File: src/rtl/parking_sensor_gen.sv
// Parking-lot barrier sensor stimulus generator.
// Drives the outer (a) and inner (b) sensor lines with ordered crossing sequences:
// entry, exit, and balked passes. It keeps its own occupancy model so the traffic it
// produces never overfills or underflows the lot.
module parking_sensor_gen #(
  parameter int unsigned DWELL   = 4,  // cycles each non-idle pattern is held (>= 1)
  parameter int unsigned GAP     = 2,  // cycles of ab=00 after a sequence (>= 1)
  parameter int unsigned MAX_OCC = 7   // full threshold of the occupancy model (<= 7)
) (
  input  logic       clk,
  input  logic       reset,
  input  logic       start,
  input  logic [1:0] mode,
  input  logic       abort,
  output logic       a,
  output logic       b,
  output logic       busy,
  output logic       done,
  output logic       aborted,
  output logic       reject,
  output logic [2:0] occ
);

  localparam int unsigned MaxLen = (DWELL > GAP) ? DWELL : GAP;
  localparam int unsigned TimerW = (MaxLen > 1) ? $clog2(MaxLen) : 1;

  localparam logic [TimerW-1:0] DwellLast = TimerW'(DWELL - 1);
  localparam logic [TimerW-1:0] GapLast   = TimerW'(GAP - 1);
  localparam logic [TimerW-1:0] TimerOne  = TimerW'(1);
  localparam logic [2:0]        OccFull   = 3'(MAX_OCC);

  // mode[0] selects the exit direction; mode[1] marks a balked pass.
  localparam logic [1:0] ModeEntry = 2'b00;
  localparam logic [1:0] ModeExit  = 2'b01;

  typedef enum logic [2:0] {
    StIdle,
    StPh1,
    StPh2,
    StPh3,
    StGap
  } state_e;

  state_e            state_q, state_d;
  logic [TimerW-1:0] timer_q, timer_d;
  logic [1:0]        mode_q, mode_d;
  logic              abort_flag_q, abort_flag_d;
  logic [2:0]        occ_q, occ_d;
  logic              a_q, a_d;
  logic              b_q, b_d;
  logic              busy_q, busy_d;
  logic              done_q, done_d;
  logic              aborted_q, aborted_d;
  logic              reject_q, reject_d;

  logic refuse;
  logic phase_last;
  logic gap_last;

  assign refuse     = ((mode == ModeEntry) && (occ_q == OccFull)) ||
                      ((mode == ModeExit) && (occ_q == 3'd0));
  assign phase_last = (timer_q == DwellLast);
  assign gap_last   = (timer_q == GapLast);

  // Sequencer: start acceptance/refusal, phase timing, abort and occupancy update.
  always_comb begin
    state_d      = state_q;
    timer_d      = timer_q;
    mode_d       = mode_q;
    abort_flag_d = abort_flag_q;
    occ_d        = occ_q;
    done_d       = 1'b0;
    aborted_d    = 1'b0;
    reject_d     = 1'b0;

    case (state_q)
      StIdle: begin
        // abort is meaningless here, so a simultaneous start simply wins
        if (start) begin
          if (refuse) begin
            reject_d = 1'b1;
          end else begin
            state_d      = StPh1;
            mode_d       = mode;
            timer_d      = '0;
            abort_flag_d = 1'b0;
          end
        end
      end
      StPh1, StPh2, StPh3: begin
        if (abort) begin
          state_d      = StGap;
          timer_d      = '0;
          abort_flag_d = 1'b1;
        end else if (phase_last) begin
          timer_d = '0;
          case (state_q)
            StPh1:   state_d = StPh2;
            StPh2:   state_d = StPh3;
            default: state_d = StGap;
          endcase
        end else begin
          timer_d = timer_q + TimerOne;
        end
      end
      StGap: begin
        if (gap_last) begin
          state_d   = StIdle;
          timer_d   = '0;
          done_d    = 1'b1;
          aborted_d = abort_flag_q;
          // Only completed, non-balked passes move a vehicle across the barrier.
          if (!abort_flag_q && !mode_q[1]) begin
            occ_d = mode_q[0] ? (occ_q - 3'd1) : (occ_q + 3'd1);
          end
        end else begin
          timer_d = timer_q + TimerOne;
        end
      end
      default: begin
        state_d = StIdle;
        timer_d = '0;
      end
    endcase
  end

  // Sensor pattern for the upcoming state, so a/b change on the same edge as the state.
  always_comb begin
    a_d    = 1'b0;
    b_d    = 1'b0;
    busy_d = (state_d != StIdle);
    case (state_d)
      StPh1: begin
        a_d = ~mode_d[0];
        b_d = mode_d[0];
      end
      StPh2: begin
        a_d = 1'b1;
        b_d = 1'b1;
      end
      StPh3: begin
        // A balk backs out the way it came; a full pass releases the far sensor last.
        a_d = mode_d[1] ? ~mode_d[0] : mode_d[0];
        b_d = mode_d[1] ? mode_d[0] : ~mode_d[0];
      end
      default: begin
        a_d = 1'b0;
        b_d = 1'b0;
      end
    endcase
  end

  // State and registered outputs.
  always_ff @(posedge clk or negedge reset) begin
    if (!reset) begin
      state_q      <= StIdle;
      timer_q      <= '0;
      mode_q       <= 2'b00;
      abort_flag_q <= 1'b0;
      occ_q        <= 3'd0;
      a_q          <= 1'b0;
      b_q          <= 1'b0;
      busy_q       <= 1'b0;
      done_q       <= 1'b0;
      aborted_q    <= 1'b0;
      reject_q     <= 1'b0;
    end else begin
      state_q      <= state_d;
      timer_q      <= timer_d;
      mode_q       <= mode_d;
      abort_flag_q <= abort_flag_d;
      occ_q        <= occ_d;
      a_q          <= a_d;
      b_q          <= b_d;
      busy_q       <= busy_d;
      done_q       <= done_d;
      aborted_q    <= aborted_d;
      reject_q     <= reject_d;
    end
  end

  assign a       = a_q;
  assign b       = b_q;
  assign busy    = busy_q;
  assign done    = done_q;
  assign aborted = aborted_q;
  assign reject  = reject_q;
  assign occ     = occ_q;

endmodule

File: config.mk
export PLATFORM = sky130hd
export DESIGN_NAME = parking_sensor_gen
export DESIGN_NICKNAME = d
export VERILOG_FILES = /design/src/rtl/parking_sensor_gen.sv
export SDC_FILE = /design/constraint.sdc
export NUM_CORES = 1
export LEC_CHECK = 0
export ABC_AREA = 1
export CORE_MARGIN = 4
export CORE_UTILIZATION = 47
export DETAILED_ROUTE_END_ITERATION = 8
export HOLD_SLACK_MARGIN = 0.02
export PLACE_DENSITY = 0.73
export REMOVE_ABC_BUFFERS = 1
export SLEW_MARGIN = 20
export SYNTH_ARGS = -nofsm -noshare
export SYNTH_HDL_FRONTEND = slang
export SYNTH_SLANG_ARGS = --single-unit
File: constraint.sdc
create_clock -name clk -period 1.5 [get_ports clk]
set_input_delay 0.15 -clock clk [delete_from_list [all_inputs] [get_ports clk]]
set_output_delay 0.15 -clock clk [all_outputs]
set_load 0.05 [all_outputs]
# Word-level counts from Yosys, hierarchy flattened
# Index checks and enable logic that the tools add are counted.
totals:
  regBits: 17
  wordCells: 76
classes:
  bitwise_logic: 1
  eq_ne: 14
  muxes: 32
  n_reduce_logical: 15
  add_sub_neg: 3
op_table:
  columns: ["operator", "count"]
  rows:
  - ["3-bit 2-to-1 mux", 6]
  - ["2-bit 2-to-1 mux", 8]
  - ["3-bit by 2-bit equality test with 1-bit output (second input constant)", 4]
  - ["1-bit 2-to-1 mux", 12]
  - ["3-bit case mux with 3 select lines", 1]
  - ["3-bit by 1-bit equality test with 1-bit output (second input constant)", 2]
  - ["3-bit equality test (second input constant)", 2]
  - ["3-bit zero test", 2]
  - ["2-bit != test (second input constant)", 3]
  - ["1-bit case mux with 3 select lines", 2]
  - ["2-bit case mux with 3 select lines", 1]
  - ["3-bit case mux with 2 select lines", 1]
  - ["2-bit by 1-bit equality test with 1-bit output (second input constant)", 2]
  - ["4-bit AND reduction", 1]
  - ["3-bit by 1-bit adder with 3-bit output (second input constant)", 1]
  - ["1-bit logical AND", 3]
  - ["3-bit AND reduction", 1]
  - ["3-bit nonzero test", 1]
  - ["3-bit OR reduction", 1]
  - ["3-bit by 1-bit subtractor with 3-bit output (second input constant)", 1]
  - ["2-bit by 1-bit adder with 2-bit output (second input constant)", 1]
  - ["2-bit equality test (second input constant)", 1]
  - ["1-bit zero test", 2]
  - ["2-bit zero test", 1]
  - ["5 further kinds", 5]

# Logic depth before layout (Yosys ltp)
depth:
  ltp_word: 9
  ltp_mapped: 10

# Least setup slack after synthesis
# OpenSTA, ideal clock, no wires.
synth_path:
  path_kind: "register to register"
  from: "reg occ_q[0] (netlist: occ[0])"
  to: "reg occ_q[2] (netlist: occ[2])"
  path_slack_ps: -399
  stages_incl_launch_ff: 6
  arrival_time_ps: 1817
  path_buffers: 0
  synth_period_minus_slack_ps: 1899
  cell_sequence: "dfrtp_1 -> inv_1 -> fa_1 -> or2_2 -> a21oi_2 -> xor2_1"
synth_via:
  elab_chain_cells: 2
  elab_cells_between_ends: 3
  classes_between: "add/sub: 2; mux: 1"
synth_rtl:
  columns: ["element", "line_no", "source"]
  rows:
  - ["start, declared", "48", "logic [2:0] occ_q, occ_d;"]
  - ["start signal, assigned", "160", "occ_q <= 3'd0;"]
  - ["start signal, assigned", "172", "occ_q <= occ_d;"]
  - ["3-bit by 1-bit adder with 3-bit output / 3-bit by 1-bit subtractor with 3-bit output (equally long branches)", "114", "occ_d = mode_q[0] ? (occ_q - 3'd1) : (occ_q + 3'd1);"]
  - ["3-bit 2-to-1 mux *", "114", null]
# Mark *: on every way between the ends. The rest lies on a longest branch, timed or not.
# A chain may end at the register's enable or synchronous reset.

# Final worst setup path
# Same ends and word-level chain as after synthesis.

==> results.cfg <==
[run_status]
status = complete, no violations

[yosys]
synth_top_area_share_pct = 40.9
synth_compound_area_share_pct = 8.66
syn-instance-count = 122
yosysTopAreaCell = dfrtp_1
synthAdderAreaFrac_pct = 5.54
seq_area_frac_synth_pct = 40.9
synth_most_common_cell = nand2_1
yosys.area_share.simple_pct = 36.7
syn-mean-instance-area_um2 = 8.52
synth.area.mux_share_pct = 0
ys_types = 25
synth_seq_cells = 17
synth-edff-count = 0
netlist_top_cells_count = nand2_1, dfrtp_1, inv_1, nand3_1, nand2_2
synthXorXnorAreaFrac_pct = 1.68
synth_top_family_by_area = simple AND/OR/NAND/NOR gates
ys_async_sr_fraction_pct = 100
synth_warnings = 0
synthesis.area_um2 = 1040
yosys-top-cells-area = dfrtp_1, nand2_1, nand2_2
synth_ff_type = dfrtp_1

[sta]
timing.fmax_mhz = 676
setup_ws_ns = 0.0209
period_needed_ns = 1.48
max_slew_margin_pct = 86.3
grt_setup_unrepaired = true
period_share_pct = 98.6
finalHoldViolCount = 0
worst_pin_slew_ns = 0.204
finalSetupViolations = 0
final.setup_skew_ns = 0.00103
slew_violations = 0

[power]
leakage_nw = 0.687
power_frac_comb_pct = 63.4
netSwitchingFraction_pct = 49.2
p_int_mw = 1.39
switchingPower_mw = 1.34
vdd_drop_max_mv = 1.28
seqPwrFrac_pct = 27.4
clockPowerShare_pct = 9.1
power_density_nw_per_um2 = 1930

[clocking]
clk_pin_slew_ns = 0.10
cts_tree = done
ctsLongestPathBuffers = 2
clk_latency_ns = 0.29
numClockSinks = 17
cts_root_buf = clkbuf_4
cts_buffers = 3
htreeDepth = 1

[run]
drv_cap = 0

[die]
start_util_pct = 51.4
coreArea_um2 = 2020
io_pins = 15
fp-row-count = 16
die_w_um = 55.0
die_area_um2 = 3030
die_h_um = 55.0

[finish]
area_growth_pct = 35.6
drive_gt1_share_pct = 49.7
seqCellArea_um2 = 429
nFillCells = 154
layout.cells.non_filler = 182
fin_nets = 166
postLayoutCoreUtil_pct = 69.7
antenna_cells = 0
multiInputGateArea_um2 = 619

[place]
gp_congestion = 0.899
place_inst = 174
dp_hpwl_mm = 1.76
dp_slack_ns = -0.0687
portBuffers = 14

[critical_path]
cp-end-kind = flop
crit_type = flop to flop
required_ns = 1.72
worstPathCellList = inv_2, fa_2, or2_4, a21oi_2, xor2_1
slowest_delay_ns = 0.40
critPathSlowestCell = dfrtp_1
critPathTopFamily = flip-flops
crit_fanout = 2
cp.arrival_ns = 1.70
cp-start-kind = flop
cp.buffers_inverters = 1

[global_routing]
antenna_found_initial = 0
grt-ovfl-total = 0
grt_pass1_vias = 870
grt_max_degree = 18
grt_pass1_wl_mm = 3.71
track_usage_pct = 17.3

[worst_hold_path]
min_path_type = input port to async pin

[detailed_routing]
viasPerCell = 4.96
dr_total_vias = 903
drcViolationCount = 0
wl_per_cell_um = 12.8
antenna_left = 0
dr.pass1.iters = 4
dr.first_iter.drc_count = 9
totalWireLength_mm = 2.32
-- state kept, by name, indices dropped and copies added, names as in the netlist --
register and cells:
timer_q 2, b 1, done 1, busy 1, reject 1, state_q 3, abort_flag_q 1, a 1
aborted 1, occ 3, mode_q 2
-- cell usage in the layout (no fill, tap or decap), drive strengths merged --
| master | netlist | routed |
|---|---|---|
| nand2 | 37 | 37 |
| buf | 0 | 24 |
| inv | 17 | 18 |
| dfrtp | 17 | 17 |
| nor2 | 16 | 16 |
| nand3 | 14 | 14 |
| clkdlybuf4s50 | 0 | 5 |
| o21ai | 5 | 5 |
| a21oi | 4 | 4 |
| clkbuf | 0 | 4 |
| ha | 3 | 3 |
| xor2 | 2 | 2 |
| o2111ai | 1 | 1 |
| o22ai | 1 | 1 |
| o221ai | 1 | 1 |
| a32o | 1 | 1 |
| or2 | 1 | 1 |
| fa | 1 | 1 |
-- logic make-up (layout without fill, tap and decap cells) --
kind of cell | count (synthesis) | after routing
AOI/OAI and AO/OA | 13 | 13
xor gates and xnor gates | 2 | 2
adders and majority gates | 4 | 4
buffers and inverters | 18 | 51
DFF | 17 | 17
and+or+nand+nor | 68 | 68
-- routing by layer --
metal	track usage (%)	vias to the layer above	wire length, um
li1	-	459	-
met1	23.3	422	1010
met2	27.6	16	1190
met3	4.02	6	76
met4	5.26	0	46
met5	0	-	0
-- stage by stage --
stage               instance area, um^2  power, mW  setup TNS, ns  hold WS, ns
floorplan                          1040       1.77         -0.574       -0.146
global placement                   1270       2.19        -0.0173        0.498
detailed placement                 1270       2.24         -0.193        0.489
CTS                                1310       2.52              0        0.184
global route                       1410       2.93         -0.131        0.183
finish                             1410       2.73              0        0.170
-- power by group through the flow --
stage,clock network [mW],logic [mW],registers [mW]
6_report,0.249,1.73,0.749
5_1_grt,0.279,1.88,0.772
4_1_cts,0.258,1.52,0.740
3_5_place_dp,0,1.49,0.748
3_3_place_gp,0,1.44,0.743
2_1_floorplan,0,0.754,1.01
-- timing repair --
action	in CTS	in global routing
endpoints found under the setup margin	2	7
hold buffers	0	0
buffers inserted	1	4
gates resized for setup	3	25
pin swaps	2	17
-- cell type report --
cell class                      count  share of cell area, %
Clock buffer                        4                   1.86
Inverter                           18                   4.79
Multi-Input combinational cell     87                   43.9
Sequential cell                    17                   30.4
Tap cell                           27                   2.40
Timing Repair Buffer               29                   16.6
-- worst paths after layout --
path                               from      endpoint  slack (ns)  cells past startpoint
min reg2reg                abort_flag_q  abort_flag_q        0.53                      1
min                               reset        occ[0]        0.17                      2
max                              occ[0]        occ[2]        0.02                      5
max reg2reg                      occ[0]        occ[2]        0.02                      5
max in group asynchronous         reset    state_q[1]        1.13                      2
min in group clk           abort_flag_q  abort_flag_q        0.53                      1
(Power assumes the default switching activity.)
